**config.mk**
```make
export PLATFORM = sky130hd
export DESIGN_NAME = conv_sched
export DESIGN_NICKNAME = d
export VERILOG_FILES = /design/src/rtl/conv_sched.sv
export SDC_FILE = /design/constraint.sdc
export NUM_CORES = 1
export LEC_CHECK = 0
export CAP_MARGIN = 30
export CORE_MARGIN = 2
export CORE_UTILIZATION = 35
export CTS_CLUSTER_SIZE = 14
export DETAILED_ROUTE_END_ITERATION = 16
export GPL_ROUTABILITY_DRIVEN = 0
export MAX_ROUTING_LAYER = met4
export PLACE_DENSITY = 0.65
export SLEW_MARGIN = 0
export SYNTH_ARGS = -nofsm -noshare
export SYNTH_HDL_FRONTEND = slang
export SYNTH_SLANG_ARGS = --single-unit
```
**constraint.sdc**
```tcl
create_clock -name Clk -period 2.2 [get_ports Clk]
set_input_delay 0.44 -clock Clk [delete_from_list [all_inputs] [get_ports Clk]]
set_output_delay 0.44 -clock Clk [all_outputs]
set_load 0.03 [all_outputs]
```
**src/rtl/conv_sched.sv**
```systemverilog
// Round-robin front end sharing one fixed(8.8)->float16 converter core among NREQ requesters.
// Special-case operands 0x0000 and 0x8000 are answered directly without starting the core.
module conv_sched #(
  parameter int NREQ    = 2,
  parameter int TIMEOUT = 255
) (
  input  logic                 Clk,
  input  logic                 Reset,
  input  logic [NREQ-1:0]      Req,
  input  logic [16*NREQ-1:0]   Operand,
  output logic [NREQ-1:0]      Ack,
  output logic [15:0]          Result,
  output logic                 Err,
  output logic                 Busy,
  output logic                 Cv_Start,
  output logic [15:0]          Cv_Operand,
  input  logic                 Cv_Done,
  input  logic [15:0]          Cv_Result
);

  typedef enum logic [1:0] {IDLE = 2'd0, START = 2'd1, WAIT = 2'd2, RESP = 2'd3} state_t;

  state_t          r_state, w_state_nx;
  logic [1:0]      r_rr_ptr, w_rr_ptr_nx;
  logic [1:0]      r_grant, w_grant_nx;
  logic            r_start_cnt, w_start_cnt_nx;
  logic [7:0]      r_wait_cnt, w_wait_cnt_nx;
  logic [15:0]     r_result, w_result_nx;
  logic [15:0]     r_cv_operand, w_cv_operand_nx;
  logic            r_err, w_err_nx;
  logic [NREQ-1:0] r_ack, w_ack_nx;
  logic            r_busy, r_cv_start, r_done_q;

  logic            w_found;
  logic [1:0]      w_pick;
  logic [2:0]      w_sum;
  logic [3:0]      w_req4;
  logic [63:0]     w_op64;
  logic [15:0]     w_pick_op;
  logic            w_edge;

  assign w_req4 = 4'(Req);
  assign w_op64 = 64'(Operand);
  assign w_edge = Cv_Done & ~r_done_q;

  // First pending request at or above the round-robin pointer, wrapping at NREQ.
  always_comb begin
    w_found = 1'b0;
    w_pick  = 2'd0;
    w_sum   = 3'd0;
    for (int k = 0; k < NREQ; k++) begin
      w_sum = {1'b0, r_rr_ptr} + 3'(k);
      if (w_sum >= 3'(NREQ)) begin
        w_sum = w_sum - 3'(NREQ);
      end else begin
        w_sum = w_sum;
      end
      if (!w_found && w_req4[w_sum[1:0]]) begin
        w_found = 1'b1;
        w_pick  = w_sum[1:0];
      end else begin
        w_found = w_found;
      end
    end
  end

  // Operand slice of the candidate winner.
  always_comb begin
    case (w_pick)
      2'd0:    w_pick_op = w_op64[15:0];
      2'd1:    w_pick_op = w_op64[31:16];
      2'd2:    w_pick_op = w_op64[47:32];
      2'd3:    w_pick_op = w_op64[63:48];
      default: w_pick_op = 16'h0000;
    endcase
  end

  // Next-state and datapath update.
  always_comb begin
    w_state_nx      = r_state;
    w_rr_ptr_nx     = r_rr_ptr;
    w_grant_nx      = r_grant;
    w_start_cnt_nx  = r_start_cnt;
    w_wait_cnt_nx   = r_wait_cnt;
    w_result_nx     = r_result;
    w_cv_operand_nx = r_cv_operand;
    w_err_nx        = r_err;
    case (r_state)
      IDLE: begin
        if (w_found) begin
          w_grant_nx      = w_pick;
          w_cv_operand_nx = w_pick_op;
          if (w_pick_op == 16'h0000) begin
            w_result_nx = 16'h0000;
            w_state_nx  = RESP;
          end else if (w_pick_op == 16'h8000) begin
            w_result_nx = 16'hD800;
            w_state_nx  = RESP;
          end else begin
            w_start_cnt_nx = 1'b0;
            w_state_nx     = START;
          end
        end else begin
          w_state_nx = IDLE;
        end
      end
      START: begin
        if (r_start_cnt) begin
          w_wait_cnt_nx = 8'd0;
          w_state_nx    = WAIT;
        end else begin
          w_start_cnt_nx = 1'b1;
        end
      end
      WAIT: begin
        // A Done level carried over from a previous job never counts: only a fresh rise does.
        if (w_edge) begin
          w_result_nx = Cv_Result;
          w_state_nx  = RESP;
        end else if (r_wait_cnt == 8'(TIMEOUT - 1)) begin
          w_result_nx = 16'h0000;
          w_err_nx    = 1'b1;
          w_state_nx  = RESP;
        end else begin
          w_wait_cnt_nx = r_wait_cnt + 8'd1;
        end
      end
      RESP: begin
        if (r_grant == 2'(NREQ - 1)) begin
          w_rr_ptr_nx = 2'd0;
        end else begin
          w_rr_ptr_nx = r_grant + 2'd1;
        end
        w_err_nx   = 1'b0;
        w_state_nx = IDLE;
      end
      default: begin
        w_state_nx = IDLE;
      end
    endcase
  end

  // Acknowledge vector for the job about to enter RESP.
  always_comb begin
    w_ack_nx = '0;
    for (int i = 0; i < NREQ; i++) begin
      w_ack_nx[i] = (w_state_nx == RESP) && (w_grant_nx == 2'(i));
    end
  end

  // State register.
  always_ff @(posedge Clk or negedge Reset) begin
    if (!Reset) begin
      r_state <= IDLE;
    end else begin
      r_state <= w_state_nx;
    end
  end

  // Datapath and registered outputs.
  always_ff @(posedge Clk or negedge Reset) begin
    if (!Reset) begin
      r_rr_ptr     <= 2'd0;
      r_grant      <= 2'd0;
      r_start_cnt  <= 1'b0;
      r_wait_cnt   <= 8'd0;
      r_result     <= 16'h0000;
      r_cv_operand <= 16'h0000;
      r_err        <= 1'b0;
      r_ack        <= '0;
      r_busy       <= 1'b0;
      r_cv_start   <= 1'b0;
      r_done_q     <= 1'b0;
    end else begin
      r_rr_ptr     <= w_rr_ptr_nx;
      r_grant      <= w_grant_nx;
      r_start_cnt  <= w_start_cnt_nx;
      r_wait_cnt   <= w_wait_cnt_nx;
      r_result     <= w_result_nx;
      r_cv_operand <= w_cv_operand_nx;
      r_err        <= w_err_nx;
      r_ack        <= w_ack_nx;
      r_busy       <= (w_state_nx != IDLE);
      r_cv_start   <= (w_state_nx == START);
      r_done_q     <= Cv_Done;
    end
  end

  assign Ack        = r_ack;
  assign Result     = r_result;
  assign Err        = r_err;
  assign Busy       = r_busy;
  assign Cv_Start   = r_cv_start;
  assign Cv_Operand = r_cv_operand;

endmodule

```
# == Word level (Yosys, flattened, before mapping) ==
# Index checks and enable logic that the tools add are counted.
# op_classes
shifts,0
addsub,5
bitwise,2
n_reduce_logical,19
muxes,38
multipliers,0
eq_ne,21
order_cmp,4
div_mod_pow,0
# op_table
op,n
$mux 16,5
$pmux 16 s3,1
$pmux 16 s2,1
$mux 2,13
$mux 8,3
$eq 16x16->1 const B,1
$logic_not 16->1,1
$pmux 8 s2,1
$ne 2x2->1 const B,7
$reduce_and 4->1,3
$eq 2x1->1 const B,5
$eq 2x2->1 const B,5
$reduce_bool 2->1,5
$mux 1,9
$add 8x1->8 const B,1
$eq 8x8->1 const B,1
$pmux 2 s4,1
$logic_not 2->1,3
$lt 2x3->1 const B,2
$ne 3x3->1 const B,2
$bmux 1 s2,2
$pmux 1 s2,2
$sub 2x2->2 const B,2
$add 2x1->3 const B,1
10 further kinds,12
# totals
n_memories,0
regBits,53
mem_bits_rw,0
out_inout_bits,37
wordCells,101
mem_bits_ro,0
latchBits,0

# == Longest topological paths before layout ==
# Gate-level depths: netlist of the first run.
# logic_depth
word_depth,18
mapped_depth,9

# == Least setup slack after synthesis of the first run ==
# No wires, ideal clock.
# synth_path
path_kind,input -> register
from,input port Operand[17]
to,register r_result[10] (netlist: Result[10])
setup_slack_ns,0.140
arrival_ns,1.939
setup_time_ns,0.121
required_time_ns,2.079
stages,7
path_cell_list,nor4_2 -> nand4_1 -> or4_1 -> and3_1 -> buf_6 -> buf_6 -> a22o_1
# synth_via
elab_chain_len,5
word_cells_on_any_way,8
# synth_lines
item,line_no,text
"start, declared",10,"input logic [16*NREQ-1:0] Operand,"
$pmux 16 s3 *,69,case (w_pick)
$logic_not 16->1,93,if (w_pick_op == 16'h0000) begin
$mux 16,93,
$mux 16,90,if (w_found) begin
$pmux 16 s2,88,case (r_state)
"end signal, assigned",179,r_result <= w_result_nx;
"end, declared",28,"logic [15:0] r_result, w_result_nx;"
# Every way passes the cells marked *; elsewhere a longest branch is shown, timed or not. The select of a mux whose other input is x is not followed.
# A chain may end at the register's enable or synchronous reset.

# == Worst setup path in the final report of the first run ==
# layout_path
from,input port Operand[26]
to,register r_result[15] (netlist: Result[15])
# The elaborated chain is that of the path after synthesis.

==> impl_metrics.toml, run 1 <==
[outcome]
outcome = "finished, final reports clean"

[worst_setup_path]
critPathMaxStageDelay_ns = 0.49
arrival_ns = 2.35
crit_chain = "clkdlybuf4s50_1 -> nor3_2 -> nand4_1 -> or4_1 -> and3_4 -> buf_4 -> mux2_2"
worstPathMaxFanout = 5
start_kind = "input pin"
cp_top_family = "simple AND/OR/NAND/NOR gates"
cp.buffers_inverters = 2
slowest_stage = "or4_1"
critical_path_class = "input pin to flop"
critical_path_required_ns = 2.41
worstSetupEndpointType = "flop"

[yosys]
ys_warn_count = 0
synth_nets = 285
synth_area_leaders = "dfrtp_1 54%, mux2i_1 6.6%, o21ai_0 5.3%"
ys_seq_elements = 53
syn_inst = 230
yosysTopAreaCellShare = 0.545
syn-cell-area_sq_um = 2430
synth_largest_area_cell = "dfrtp_1"
ys_seq_area_frac = 0.545
syn_avg_cell_area_sq_um = 10.6
yosysUniqueCellTypes = 40

[finish]
area.sequential_sq_um = 1330
fillers = 622
nets = 400
multiInputGateArea_sq_um = 1080
layout-drive-gt1-share = 0.156
area_growth_pct = 55.4
num_antenna_cells = 0

[sta]
max_freq_mhz = 465
worstMarginPinSlew_ns = 0.511
rsz0062_at_grt = "false"
final-setup-viol-count = 0
tns_ns = 0
min_period_ns = 2.15
slew_headroom = 0.656
fin_crit_sh = 0.977
drv_slew = 0
skew_ns = 0.00599
hold_violations = 0

[die]
die_w_um = 87.4
coreArea_sq_um = 6760
dieArea_sq_um = 7640
die_h_um = 87.4
ioPinCount = 90
num_rows = 30
start_util = 0.360

[place]
port_buffers = 89
hpwl_mm = 4.91

[power]
pwr-share-comb = 0.501
switchingPower_mw = 1.82
p_clk_frac = 0.151
finalPower_mw = 4.50
p_int_mw = 2.68
switching_share = 0.404
ir_drop_mv = 0.803
seqPwrFrac = 0.348
power.density_nw_per_um2 = 1190
leakagePower_nw = 1.73

[cts]
htree_num_levels = 2
cts_root_buf = "clkbuf_8"
clock_path_buffers = 2
path_clk_slew_ns = 0.10
cts_buffers = 5
cts_tree = "done"
clkSinkCount = 53
insertion_delay_ns = 0.31

[routing]
topRoutingLayerUsed = "met4"
vias_per_cell = 4.88
drt_wl_total_mm = 6.40
route.detailed.drc = 0
vias = 2081
wl_per_cell_um = 15.0
drtIter0Drc = 129
met2_wirelength_mm = 3.14
dr.pass1.iters = 4
wl_met1_mm = 2.87
detail-route-antenna-nets = 0
wl_met3_um = 243

[flow_run]
cap_violations = 0

[global_route]
grt_pass1_vias = 2255
grt_usage = 0.183
grt_pass1_wl_mm = 10.5
grt_start_max_net_pins = 36
grt-ovfl-total = 0
antenna_found_initial = 0

[min_path]
worstHoldPathType = "input pin to async pin"
-- kinds of logic (layout without fill, tap and decap cells) --
| logic type | count (synthesis) | in the layout | synth area share |
|---|---|---|---|
| flip-flops | 53 | 53 | 0.545 |
| XOR/XNOR | 6 | 6 | 0.0216 |
| buffers and inverters | 15 | 131 | 0.0308 |
| AO/OA/AOI/OAI | 51 | 51 | 0.134 |
| AND/OR/NAND/NOR | 83 | 83 | 0.174 |
| adder cells (fa/ha/maj) | 2 | 2 | 0.0103 |
| multiplexers | 20 | 20 | 0.0843 |
-- cells in the final DEF (no fill, tap or decap), drive strengths merged, types with 5 or more instances in the layout --
master / instances
dfrtp: 53
nand2: 31
nor3: 5
nor4: 9
dlygate4sd2: 6
a22o: 12
nor2: 14
o21ai: 26
mux2i: 16
clkdlybuf4s50: 72
dlymetal6s2s: 10
buf: 31
clkbuf: 5
-- final timing paths --
kind                          startpoint  slack, ns     endpoint  cells past startpoint
min in group Clk              r_grant[0]       0.49  r_rr_ptr[0]                      1
min                                Reset       0.03     r_done_q                      1
min reg2reg                   r_grant[0]       0.49  r_rr_ptr[0]                      1
max in group asynchronous          Reset       1.67    Result[0]                      2
max                          Operand[26]       0.05   Result[15]                      7
max reg2reg                r_wait_cnt[0]       0.18   Result[15]                      8
-- Yosys cell counts --
cell,number
nand4_1,3
nor4_1,7
or3_1,1
ha_1,2
a31oi_1,1
or2_2,2
nor2_1,14
nor2b_1,2
a21o_1,1
or4b_1,1
and4_1,1
nand2_1,31
o31ai_1,4
a21oi_1,3
o211ai_1,1
buf_6,2
and3_1,1
a21boi_1,1
o21ai_0,26
buf_2,3
mux2_2,3
nor3_1,5
a22o_1,12
nor3b_1,1
nand3_1,3
nor4b_1,2
xnor2_1,3
mux2i_1,16
nand2b_1,4
dfrtp_1,53
xor2_1,3
a21boi_0,1
mux2_1,1
o211a_1,1
or4_1,1
and2_1,2
inv_1,4
clkbuf_1,5
nor4_2,2
buf_1,1
-- registers in the layout (all words and copies together), names as in the netlist, 2 cells and up --
signal and count:
Cv_Operand 16, r_wait_cnt 8, Ack 2, r_state 2, r_rr_ptr 2, Result 16
r_grant 2
-- metal layers --
| metal | GRT usage | vias up |
|---|---|---|
| li1 | - | 1049 |
| met1 | 0.231 | 978 |
| met2 | 0.287 | 44 |
| met3 | 0.0417 | 10 |
| met4 | 0.0685 | 0 |
| met5 | - | - |
-- worst reg2reg max path: stages (launching register included) --
cell and delay, ns:
dfrtp_1 0.42, inv_1 0.06, ha_1 0.19, nand3_1 0.10, nor2_1 0.07, o21ai_0 0.30, and3_4 0.29, buf_4 0.14
mux2_2 0.33
-- repair_timing --
item,in CTS,in global routing
setup buffers,0,0
setup endpoints to repair,18,16
gates resized for setup,11,14
pin swaps,5,12
hold buffers,0,0
-- area by class of cell --
cell class                      instances  area share
Multi-Input combinational cell        162       0.286
Inverter                                4     0.00397
Timing Repair Buffer                  119       0.303
Tap cell                               80      0.0265
Clock buffer                            5      0.0182
Clock inverter                          3      0.0122
Sequential cell                        53       0.351
-- power groups by stage --
| stage | logic [mW] | clock network, mW | registers (mW) |
|---|---|---|---|
| 2_1_floorplan | 0.647 | 0 | 2.18 |
| 3_3_place_gp | 2.23 | 0 | 1.58 |
| 3_5_place_dp | 2.28 | 0 | 1.58 |
| 4_1_cts | 2.28 | 0.696 | 1.57 |
| 5_1_grt | 2.44 | 0.742 | 1.62 |
| 6_report | 2.26 | 0.679 | 1.57 |
-- through the flow --
stage / worst slack, ns / utilization / instances / cell area [sq um] / hold slack [ns]
finish: 0.0510 / 0.560 / 426 / 3780 / 0.0251
global placement: -0.448 / 0.534 / 418 / 3600 / 0.373
CTS: 0.000893 / 0.553 / 426 / 3730 / 0.0343
floorplan: 0.140 / - / 230 / 2430 / 0.144
global route: 0.00762 / 0.560 / 426 / 3780 / 0.0282
detailed placement: -0.466 / 0.534 / 418 / 3600 / 0.378
(Power assumes the default switching activity.)
==> inputs of run 2 (changes only) <==
ABC_AREA = 1   (was default)
DONT_BUFFER_PORTS = 1   (was default)
PLACE_DENSITY = 0.48   (was 0.65)
==> impl_metrics.toml, run 2 <==
[die]
ioPinCount = 90
start_util = 0.361
num_rows = 31
coreArea_sq_um = 7210
die_w_um = 90.3
die_h_um = 90.3
dieArea_sq_um = 8160

[flow_run]
cap_violations = 0

[worst_setup_path]
arrival_ns = 2.10
crit_top_cell = "nand2_1"
slowest_stage = "dfrtp_1"
reg2reg_depth = 13
r2r_slack_ns = 0.30
critical_path_required_ns = 2.40
crit_chain = "inv_2 -> nand2_8 -> nand2_8 -> nand2_1 -> nand2_1 -> nor2_1 -> nand2_1 -> nor2_2 -> nand3_2 -> nand2_4 -> nand2_4 -> nand2_1 -> nand2_1"
critPathMaxStageDelay_ns = 0.36
worstPathMaxFanout = 18
worstSetupEndpointType = "flop"
start_kind = "flop"
critical_path_class = "flop to flop"

[yosys]
ys_seq_area_frac = 0.509
syn_inst = 314
yosysMostFrequentCell = "nand2_1"
ys_warn_count = 0
syn-cell-area_sq_um = 2610
synth_largest_area_cell = "dfrtp_1"
yosysUniqueCellTypes = 28
syn_avg_cell_area_sq_um = 8.30
ys_top_cells_by_count = "98 x nand2_1, 53 x dfrtp_1, 31 x nor2_1, 24 x nand3_1, 21 x inv_1"
synthFlopType = "dfrtp_1"
yosysTopAreaCellShare = 0.509
synth_area_leaders = "dfrtp_1 51%, nand2_1 14%, nand3_1 4.6%"
ys_seq_elements = 53
async_flop_share = 1.00
synth_nets = 369
synth_edf_count = 0

[sta]
slew_headroom = 0.711
final-setup-viol-count = 0
hold_violations = 0
tns_ns = 0
rsz0062_at_grt = "false"
skew_ns = 0.00394
fin_crit_sh = 0.862
min_period_ns = 1.90
worstMarginPinSlew_ns = 0.430
max_freq_mhz = 527
finalWorstSetupSlack_ns = 0.304
drv_slew = 0

[routing]
drtIter0Drc = 118
drt_wl_total_mm = 5.88
vias_per_cell = 4.82
vias = 2007
route.detailed.drc = 0
wl_per_cell_um = 14.1
dr.pass1.iters = 4
detail-route-antenna-nets = 0

[finish]
layout.cells.most_common_list = "98 x nand2_1, 53 x dfrtp_1, 31 x nor2_1"
mostFrequentLayoutCell = "nand2_1"
nets = 371
fillers = 768
num_antenna_cells = 0
final_core_util = 0.393
layout-drive-gt1-share = 0.139
area_growth_pct = 8.83

[global_route]
grt_pass1_wl_mm = 10.1
grt_pass1_vias = 2017
grt_start_max_net_pins = 54
grt_usage = 0.159
antenna_found_initial = 0
grt-ovfl-total = 0

[min_path]
hold_depth = 0
worstHoldPathType = "input pin to flop"

[cts]
post_cts_buffers = 0
clkSinkCount = 53
cts_root_buf = "clkbuf_8"
cts_buffers = 5
cts_tree = "done"
insertion_delay_ns = 0.30
path_clk_slew_ns = 0.10
htree_num_levels = 2
clock_path_buffers = 2

[place]
dp_slack_ns = 0.143
hpwl_mm = 4.37
port_buffers = 0

[power]
pwr-share-comb = 0.300
p_int_mw = 2.00
ir_drop_mv = 0.605
switchingPower_mw = 2.04
p_clk_frac = 0.137
seqPwrFrac = 0.564
leakagePower_nw = 1.34
switching_share = 0.505
power.density_nw_per_um2 = 1430

[outcome]
outcome = "finished, final reports clean"
## run 2: cell count changes after synthesis, moves of 7 or more
cell	previous run	this run
nand2_2	0	18
inv_1	4	21
nor4_1	7	0
a22o_1	12	0
a31oi_1	1	16
mux2i_1	16	0
o21ai_0	26	7
nor2_1	14	31
nand2_1	31	98
nand3_1	3	24
## run 2: per-stage QoR
stage | std cells | hold slack [ns] | total power, mW | area, sq um
after detailed placement | 406 | 0.147 | 3.51 | 2700
after global placement | 406 | 0.147 | 3.48 | 2700
after global routing | 416 | 0.136 | 4.41 | 2840
final | 416 | 0.157 | 4.05 | 2840
after floorplan | 314 | 0.144 | 3.20 | 2610
after CTS | 416 | 0.144 | 4.10 | 2820
## run 2: per-layer routing
layer  up-vias  track usage  wire length (um)
met2        60        0.233              2680
li1       1013            -                 -
met1       929        0.219              2750
met5         -            -                 0
met4         0       0.0423                67
met3         5       0.0417               380
## run 2: timing repair
action                     4_1_cts  5_1_grt
setup endpoints to repair        0       16
resized for setup                0        2
hold buffers                     2        0
hold endpoints to repair        53        0
## run 2: worst max-delay path, delay by kind of cell (launching register included)
kind	cells	cell delay, ns
flops	1	0.36
simple gates	12	1.35
buf+inv	1	0.07
## run 2: power by group through the flow
stage | combinational (mW) | sequential (mW) | clock, mW
3_3_place_gp | 1.17 | 2.32 | 0
4_1_cts | 1.22 | 2.30 | 0.580
2_1_floorplan | 0.980 | 2.22 | 0
6_report | 1.21 | 2.28 | 0.553
5_1_grt | 1.44 | 2.34 | 0.626
3_5_place_dp | 1.20 | 2.31 | 0
## run 2: cell type report
class,count,area [sq um],area share
inverters,23,86.3,0.0304
clock inverters,2,15.0,0.00529
multi-input cells,229,1150,0.405
flip-flops and latches,53,1330,0.467
well taps,99,124,0.0437
repair buffers,4,65.1,0.0229
clock buffers,6,72.6,0.0256
## run 2: cells by family after synthesis
logic type / share of synthesized area
simple gates: 0.326
flops: 0.509
compound gates: 0.0816
buf+inv: 0.0576
xor+xnor: 0.0168
fa+ha+maj: 0.00960
## run 2: final timing paths
kind	from	end
setup / recovery	r_rr_ptr[0]	Result[11]
hold / removal	Cv_Done	r_done_q
setup reg to reg	r_rr_ptr[0]	Result[11]
hold reg to reg	r_start_cnt	r_start_cnt
max in group asynchronous	Reset	Cv_Operand[7]
min in group asynchronous	Reset	r_wait_cnt[7]
